$ cat src/rtl/sign_ctrl_pkg.sv
// Shared widths, operand/product types and sign helpers for the signed
// wrapper around the unsigned multiplier core.
package sign_ctrl_pkg;
  localparam int WIDTH_DEF = 8;
  localparam int DEPTH_DEF = 4;

  typedef logic [WIDTH_DEF-1:0]   opnd_t;
  typedef logic [2*WIDTH_DEF-1:0] prod_t;

  // -2^(W-1) maps to 2^(W-1), which still fits unsigned in W bits.
  function automatic opnd_t abs_val(input opnd_t v);
    return v[WIDTH_DEF-1] ? (~v + opnd_t'(1)) : v;
  endfunction

  function automatic prod_t neg_prod(input prod_t p);
    return ~p + prod_t'(1);
  endfunction
endpackage

$ cat src/rtl/sign_fifo.sv
// DEPTH x 1-bit FIFO carrying product signs from issue to return.
module sign_fifo
  import sign_ctrl_pkg::*;
#(
  parameter int DEPTH = DEPTH_DEF,
  localparam int AW = $clog2(DEPTH)
) (
  input  logic        clk,
  input  logic        rst_n,
  input  logic        push,
  input  logic        pop,
  input  logic        din,
  output logic        dout,
  output logic        full,
  output logic        empty,
  output logic [AW:0] count
);
  localparam logic [AW-1:0] PTR_ONE = 1;
  localparam logic [AW:0]   CNT_ONE = 1;
  localparam logic [AW:0]   CNT_MAX = DEPTH[AW:0];

  logic [DEPTH-1:0] r_mem;
  logic [AW-1:0]    r_wptr, r_rptr;
  logic [AW:0]      r_cnt;
  logic             w_push, w_pop;

  assign full   = (r_cnt == CNT_MAX);
  assign empty  = (r_cnt == '0);
  assign count  = r_cnt;
  assign dout   = r_mem[r_rptr];
  assign w_push = push && !full;
  assign w_pop  = pop && !empty;

  // Power-of-2 depth lets the pointers wrap naturally.
  always_ff @(posedge clk or negedge rst_n) begin
    if (!rst_n) begin
      r_mem  <= '0;
      r_wptr <= '0;
      r_rptr <= '0;
      r_cnt  <= '0;
    end else begin
      if (w_push) begin
        r_mem[r_wptr] <= din;
        r_wptr        <= r_wptr + PTR_ONE;
      end
      if (w_pop) r_rptr <= r_rptr + PTR_ONE;
      if (w_push && !w_pop)      r_cnt <= r_cnt + CNT_ONE;
      else if (!w_push && w_pop) r_cnt <= r_cnt - CNT_ONE;
    end
  end
endmodule

$ cat src/rtl/sign_ctrl_stage.sv
// Signed front/back end for the unsigned multiplier core: strips signs on
// issue, queues the product sign, and re-applies it to returning products.
module sign_ctrl_stage
  import sign_ctrl_pkg::*;
#(
  parameter int WIDTH = WIDTH_DEF,
  parameter int DEPTH = DEPTH_DEF
) (
  input  logic               clk,
  input  logic               rst_n,
  input  logic               in_valid,
  output logic               in_ready,
  input  logic [WIDTH-1:0]   in_a,
  input  logic [WIDTH-1:0]   in_b,
  output logic               core_valid,
  input  logic               core_ready,
  output logic [WIDTH-1:0]   core_a,
  output logic [WIDTH-1:0]   core_b,
  input  logic               res_valid,
  output logic               res_ready,
  input  logic [2*WIDTH-1:0] res_p,
  output logic               out_valid,
  input  logic               out_ready,
  output logic [2*WIDTH-1:0] out_p,
  output logic               err
);
  localparam int AW = $clog2(DEPTH);
  localparam int PW = 2 * WIDTH;
  localparam logic [WIDTH-1:0] ONE_W = 1;
  localparam logic [PW-1:0]    ONE_P = 1;

  logic             r_core_valid, r_out_valid, r_err;
  logic [WIDTH-1:0] r_core_a, r_core_b;
  logic [PW-1:0]    r_out_p;

  logic [WIDTH-1:0] w_abs_a, w_abs_b;
  logic [PW-1:0]    w_neg_p;
  logic             w_in_ready, w_in_fire, w_res_ready, w_res_fire, w_pop;
  logic             w_sign, w_full, w_empty;
  logic [AW:0]      w_cnt;

  generate
    if (WIDTH == WIDTH_DEF) begin : g_pkg
      assign w_abs_a = abs_val(in_a);
      assign w_abs_b = abs_val(in_b);
      assign w_neg_p = neg_prod(res_p);
    end else begin : g_gen
      assign w_abs_a = in_a[WIDTH-1] ? (~in_a + ONE_W) : in_a;
      assign w_abs_b = in_b[WIDTH-1] ? (~in_b + ONE_W) : in_b;
      assign w_neg_p = ~res_p + ONE_P;
    end
  endgenerate

  // A full FIFO blocks issue even if a pop lands on the same edge.
  assign w_in_ready  = (!r_core_valid || core_ready) && !w_full;
  assign w_in_fire   = in_valid && w_in_ready;
  assign w_res_ready = !r_out_valid || out_ready;
  assign w_res_fire  = res_valid && w_res_ready;
  assign w_pop       = w_res_fire && (w_cnt != '0);

  sign_fifo #(.DEPTH(DEPTH)) u_fifo (
    .clk   (clk),
    .rst_n (rst_n),
    .push  (w_in_fire),
    .pop   (w_pop),
    .din   (in_a[WIDTH-1] ^ in_b[WIDTH-1]),
    .dout  (w_sign),
    .full  (w_full),
    .empty (w_empty),
    .count (w_cnt)
  );

  always_ff @(posedge clk or negedge rst_n) begin
    if (!rst_n) begin
      r_core_valid <= 1'b0;
      r_core_a     <= '0;
      r_core_b     <= '0;
    end else if (w_in_fire) begin
      r_core_valid <= 1'b1;
      r_core_a     <= w_abs_a;
      r_core_b     <= w_abs_b;
    end else if (core_ready) begin
      r_core_valid <= 1'b0;
    end
  end

  always_ff @(posedge clk or negedge rst_n) begin
    if (!rst_n) begin
      r_out_valid <= 1'b0;
      r_out_p     <= '0;
    end else if (w_pop) begin
      r_out_valid <= 1'b1;
      r_out_p     <= w_sign ? w_neg_p : res_p;
    end else if (out_ready) begin
      r_out_valid <= 1'b0;
    end
  end

  // A product with no queued sign is swallowed and flagged until reset.
  always_ff @(posedge clk or negedge rst_n) begin
    if (!rst_n)                     r_err <= 1'b0;
    else if (w_res_fire && w_empty) r_err <= 1'b1;
  end

  assign in_ready   = w_in_ready;
  assign res_ready  = w_res_ready;
  assign core_valid = r_core_valid;
  assign core_a     = r_core_a;
  assign core_b     = r_core_b;
  assign out_valid  = r_out_valid;
  assign out_p      = r_out_p;
  assign err        = r_err;
endmodule

$ cat config.mk
export PLATFORM = sky130hd
export DESIGN_NAME = sign_ctrl_stage
export DESIGN_NICKNAME = d
export VERILOG_FILES = /design/src/rtl/sign_ctrl_pkg.sv /design/src/rtl/sign_fifo.sv /design/src/rtl/sign_ctrl_stage.sv
export SDC_FILE = /design/constraint.sdc
export NUM_CORES = 1
export LEC_CHECK = 0
export ABC_AREA = 0
export BUFFER_PORTS_ARGS = -buffer_cell sky130_fd_sc_hd__buf_4
export CORE_ASPECT_RATIO = 0.8
export CORE_UTILIZATION = 46
export DETAILED_ROUTE_END_ITERATION = 8
export GPL_TIMING_DRIVEN = 1
export PLACE_DENSITY = 0.78
export SLEW_MARGIN = 20
export SYNTH_ARGS = -nofsm -noshare
export SYNTH_HDL_FRONTEND = slang
export SYNTH_SLANG_ARGS = --single-unit
$ cat constraint.sdc
create_clock -name clk -period 2.3 [get_ports clk]
set_clock_uncertainty 0.05 [all_clocks]
set_input_delay 0.115 -clock clk [delete_from_list [all_inputs] [get_ports clk]]
set_output_delay 0.115 -clock clk [all_outputs]
set_load 0.005 [all_outputs]
==> metrics.md <==
| Metric | Value |
|---|---|
| Run status | `complete, no violations` |
| Via count | `1930` |
| PwrDens | `1190 mW/mm^2` |
| Num Clock Sinks | `46` |
| Worst slew pin tran | `0.568 ns` |
| Post-layout util | `65.1%` |
| GP Congestion | `0.827` |
| Clock tree from TritonCTS | `done` |
| CP Class | `flip-flop to flip-flop` |
| Synthesis warning total | `0` |
| Clock transition at path regs | `0.08 ns` |
| FF-to-FF End | `u_fifo.count[2]` |
| Leading area contributor after synthesis | `dfrtp_1` |
| Required @ worst endpoint | `2.47 ns` |
| GR Util met2 | `30.3%` |
| Mapped Cells | `243` |
| Worst Setup EP | `u_fifo.count[2]` |
| Pre-CTS setup slack | `0.233 ns` |
| Net Switching | `1.30 mW` |
| Hold Fails Final Rpt | `0` |
| Top cells by area, synth | `dfrtp_1 49%, xor2_1 7.8%, a21oi_1 4.5%` |
| Post-synth cell types | `28` |
| Vias in the first global route | `1813` |
| Initial core utilization | `49.5%` |
| Routed vias/inst | `5.09` |
| CP endpoint kind | `flip-flop` |
| DRC Markers | `0` |
| Synth Flop Type | `dfrtp_1` |
| M3 GR Usage | `4.69%` |
| First-pass GRT wire length | `7960 um` |
| Static Leak | `1.47 nW` |
| Cts hold-fix bufs | `1` |
| Final WL | `4740 um` |
| Syn Area/Cell | `9.71 um^2` |
| Internal power | `2.40 mW` |
| Reg power frac | `38.2%` |
| Fmax | `487 MHz` |
| Fin crit share | `89.2%` |
| Num CTS Buffers | `5` |
| Critical path peak fanout | `4` |
| CTS max path bufs | `2` |
| VDD IR max | `626 uV` |
| Netlist Area Pre-Place | `0.00236 mm^2` |
| Nets@finish | `365` |
| N_diodes | `0` |
| # port buffers | `74` |
| Gr busiest metal | `met2` |
| Rows | `22` |
| Initial drt markers | `88` |
| Full die area | `0.00542 mm^2` |
| Final Setup Violations | `0` |
| Share of flip-flops with an asynchronous set or reset | `100%` |
| H-tree Lvls | `2` |
| Antenna violations before repair | `0` |
| Root Driver | `clkbuf_8` |
| CP startpoint kind | `flip-flop` |
| Synth Register Bits | `46` |
| Max-slew headroom | `62.1%` |
| Final ANT Viol Nets | `0` |
| RSZ-0062 raised after global routing | `false` |
| HPWL Detailed | `3580 um` |
| Max cap viols | `0` |
| Post-synth top area share | `48.8%` |
| Number of gates resized after CTS | `0` |
| Post-synth EDFFs | `0` |
| Post-Syn Nets | `290` |
| FF-to-FF Start | `u_fifo.count[0]` |
| I/O Pins | `75` |
| Setup slack, reg-to-reg | `0.25 ns` |
| Area Growth Syn to Fin | `31.4%` |
| Clk pwr share | `15.7%` |
| Most numerous cell in the Yosys netlist | `dfrtp_1` |
| Tmin final | `2.05 ns` |
| R2R depth | `9` |
| Core Footprint | `0.00476 mm^2` |
| Final slew viol count | `0` |
| Setup slack after layout | `0.247 ns` |
| Chip height | `66.0 um` |
| Worst hold path type | `input pin to flip-flop` |
| Largest net degree at the start of global routing | `47` |
| Postcts setup bufs | `0` |
| GR Util met1 | `25.6%` |
| Sw frac | `35.1%` |
| TritonRoute pass-1 iters | `4` |
| WL/cell | `12.5 um` |
| Share of cells above drive strength 1 | `29.8%` |
| Die X | `82.1 um` |
| Arrival time worst endpoint | `2.22 ns` |
| Global-route usage over all layers | `19.0%` |
| CP startpoint | `u_fifo.count[0]` |
| Later-pin clock latency in the skew report | `0.29 ns` |
| Sequential fraction of the synthesis area | `48.8%` |
| Top post-synthesis cells by count | `46 x dfrtp_1, 27 x nand2_1, 22 x nor2_1` |
| Grt ovf | `0` |
| Setup Total Neg Slack | `0 ns` |
| Gate power share | `46.1%` |
==> placed cells by master, fill, tap and decap left out <==
| master | n |
|---|---|
| a21oi_1 | 21 |
| a31o_2 | 1 |
| a31oi_1 | 4 |
| buf_4 | 78 |
| bufinv_16 | 1 |
| clkbuf_8 | 5 |
| clkinv_2 | 2 |
| dfrtp_1 | 46 |
| dlygate4sd3_1 | 1 |
| fa_1 | 1 |
| ha_1 | 8 |
| inv_1 | 13 |
| mux2_2 | 2 |
| mux2i_1 | 2 |
| mux4_2 | 1 |
| nand2_1 | 27 |
| nand2b_1 | 4 |
| nand3_1 | 3 |
| nor2_1 | 21 |
| nor2_2 | 1 |
| nor2b_1 | 4 |
| nor3_1 | 3 |
| o21ai_0 | 21 |
| o31ai_1 | 8 |
| o41ai_1 | 3 |
| o41ai_2 | 1 |
| or3_1 | 2 |
| or3_2 | 1 |
| or3_4 | 1 |
| or4_1 | 1 |
| or4_4 | 1 |
| xnor2_1 | 10 |
| xor2_1 | 21 |
==> power by group through the flow <==
stage	clock [mW]	sequential [mW]	combinational (mW)
final	0.582	1.41	1.70
after global routing	0.629	1.47	1.94
after CTS	0.597	1.42	1.73
after detailed placement	0	1.43	1.72
after global placement	0	1.42	1.66
after floorplan	0	1.42	1.01
==> routing by layer <==
layer | wire (um) | vias up
li1 | - | 970
met4 | 31 | 0
met1 | 2280 | 909
met5 | 0 | -
met2 | 2180 | 46
met3 | 244 | 5
==> cell families (layout without fill, tap and decap cells) <==
| group | after synthesis | after routing | synth area share (%) |
|---|---|---|---|
| DFF | 46 | 46 | 48.8 |
| AOI/OAI and AO/OA | 59 | 59 | 14.7 |
| muxes | 5 | 5 | 2.76 |
| adders and majority gates | 9 | 9 | 5.09 |
| buffers and inverters | 24 | 100 | 3.82 |
| and+or+nand+nor | 69 | 69 | 13.3 |
| xor gates and xnor gates | 31 | 31 | 11.5 |
==> how the worst min path moves through the flow <==
stage,start,end,slack (ns),cells past startpoint
after floorplan,rst_n,core_a[0],-0.23,0
after global placement,rst_n,u_fifo.count[1],0.11,1
after detailed placement,rst_n,out_valid,0.10,1
after CTS,res_valid,err,0.02,2
after global routing,res_valid,err,0.02,2
final,res_valid,err,0.02,2
==> through the flow <==
step | total power, mW | instance area (um^2) | hold WS (ns) | std cells
global route | 4.03 | 3100 | 0.0164 | 379
CTS | 3.74 | 3100 | 0.0155 | 379
finish | 3.70 | 3100 | 0.0231 | 379
global placement | 3.08 | 2980 | 0.105 | 370
floorplan | 2.42 | 2360 | -0.231 | 243
detailed placement | 3.15 | 2980 | 0.105 | 370
==> layout make-up <==
cell class	count	area, um^2
multi-input combinational	173	1120
clock buffer	5	68.8
tap	60	75.1
sequential	46	1150
inverter	13	48.8
timing repair buffer	79	596
fill	399	1660
clock inverter	3	40.0
==> flip-flops by register name, indices dropped and copies added (netlist names) <==
name / cells
err: 1
u_fifo.r_mem: 4
core_valid: 1
u_fifo.r_rptr: 2
out_valid: 1
u_fifo.count: 3
core_a: 8
out_p: 16
core_b: 8
u_fifo.r_wptr: 2
==> critical path, stage by stage, from the launching register on <==
cell	delay, ns
dfrtp_1	0.44
nor3_1	0.31
nor2_2	0.08
inv_1	0.08
ha_1	0.18
inv_1	0.06
fa_1	0.37
xor2_1	0.15
nor2_1	0.11
xor2_1	0.15
No activity file was read; power rests on OpenSTA's default activity.
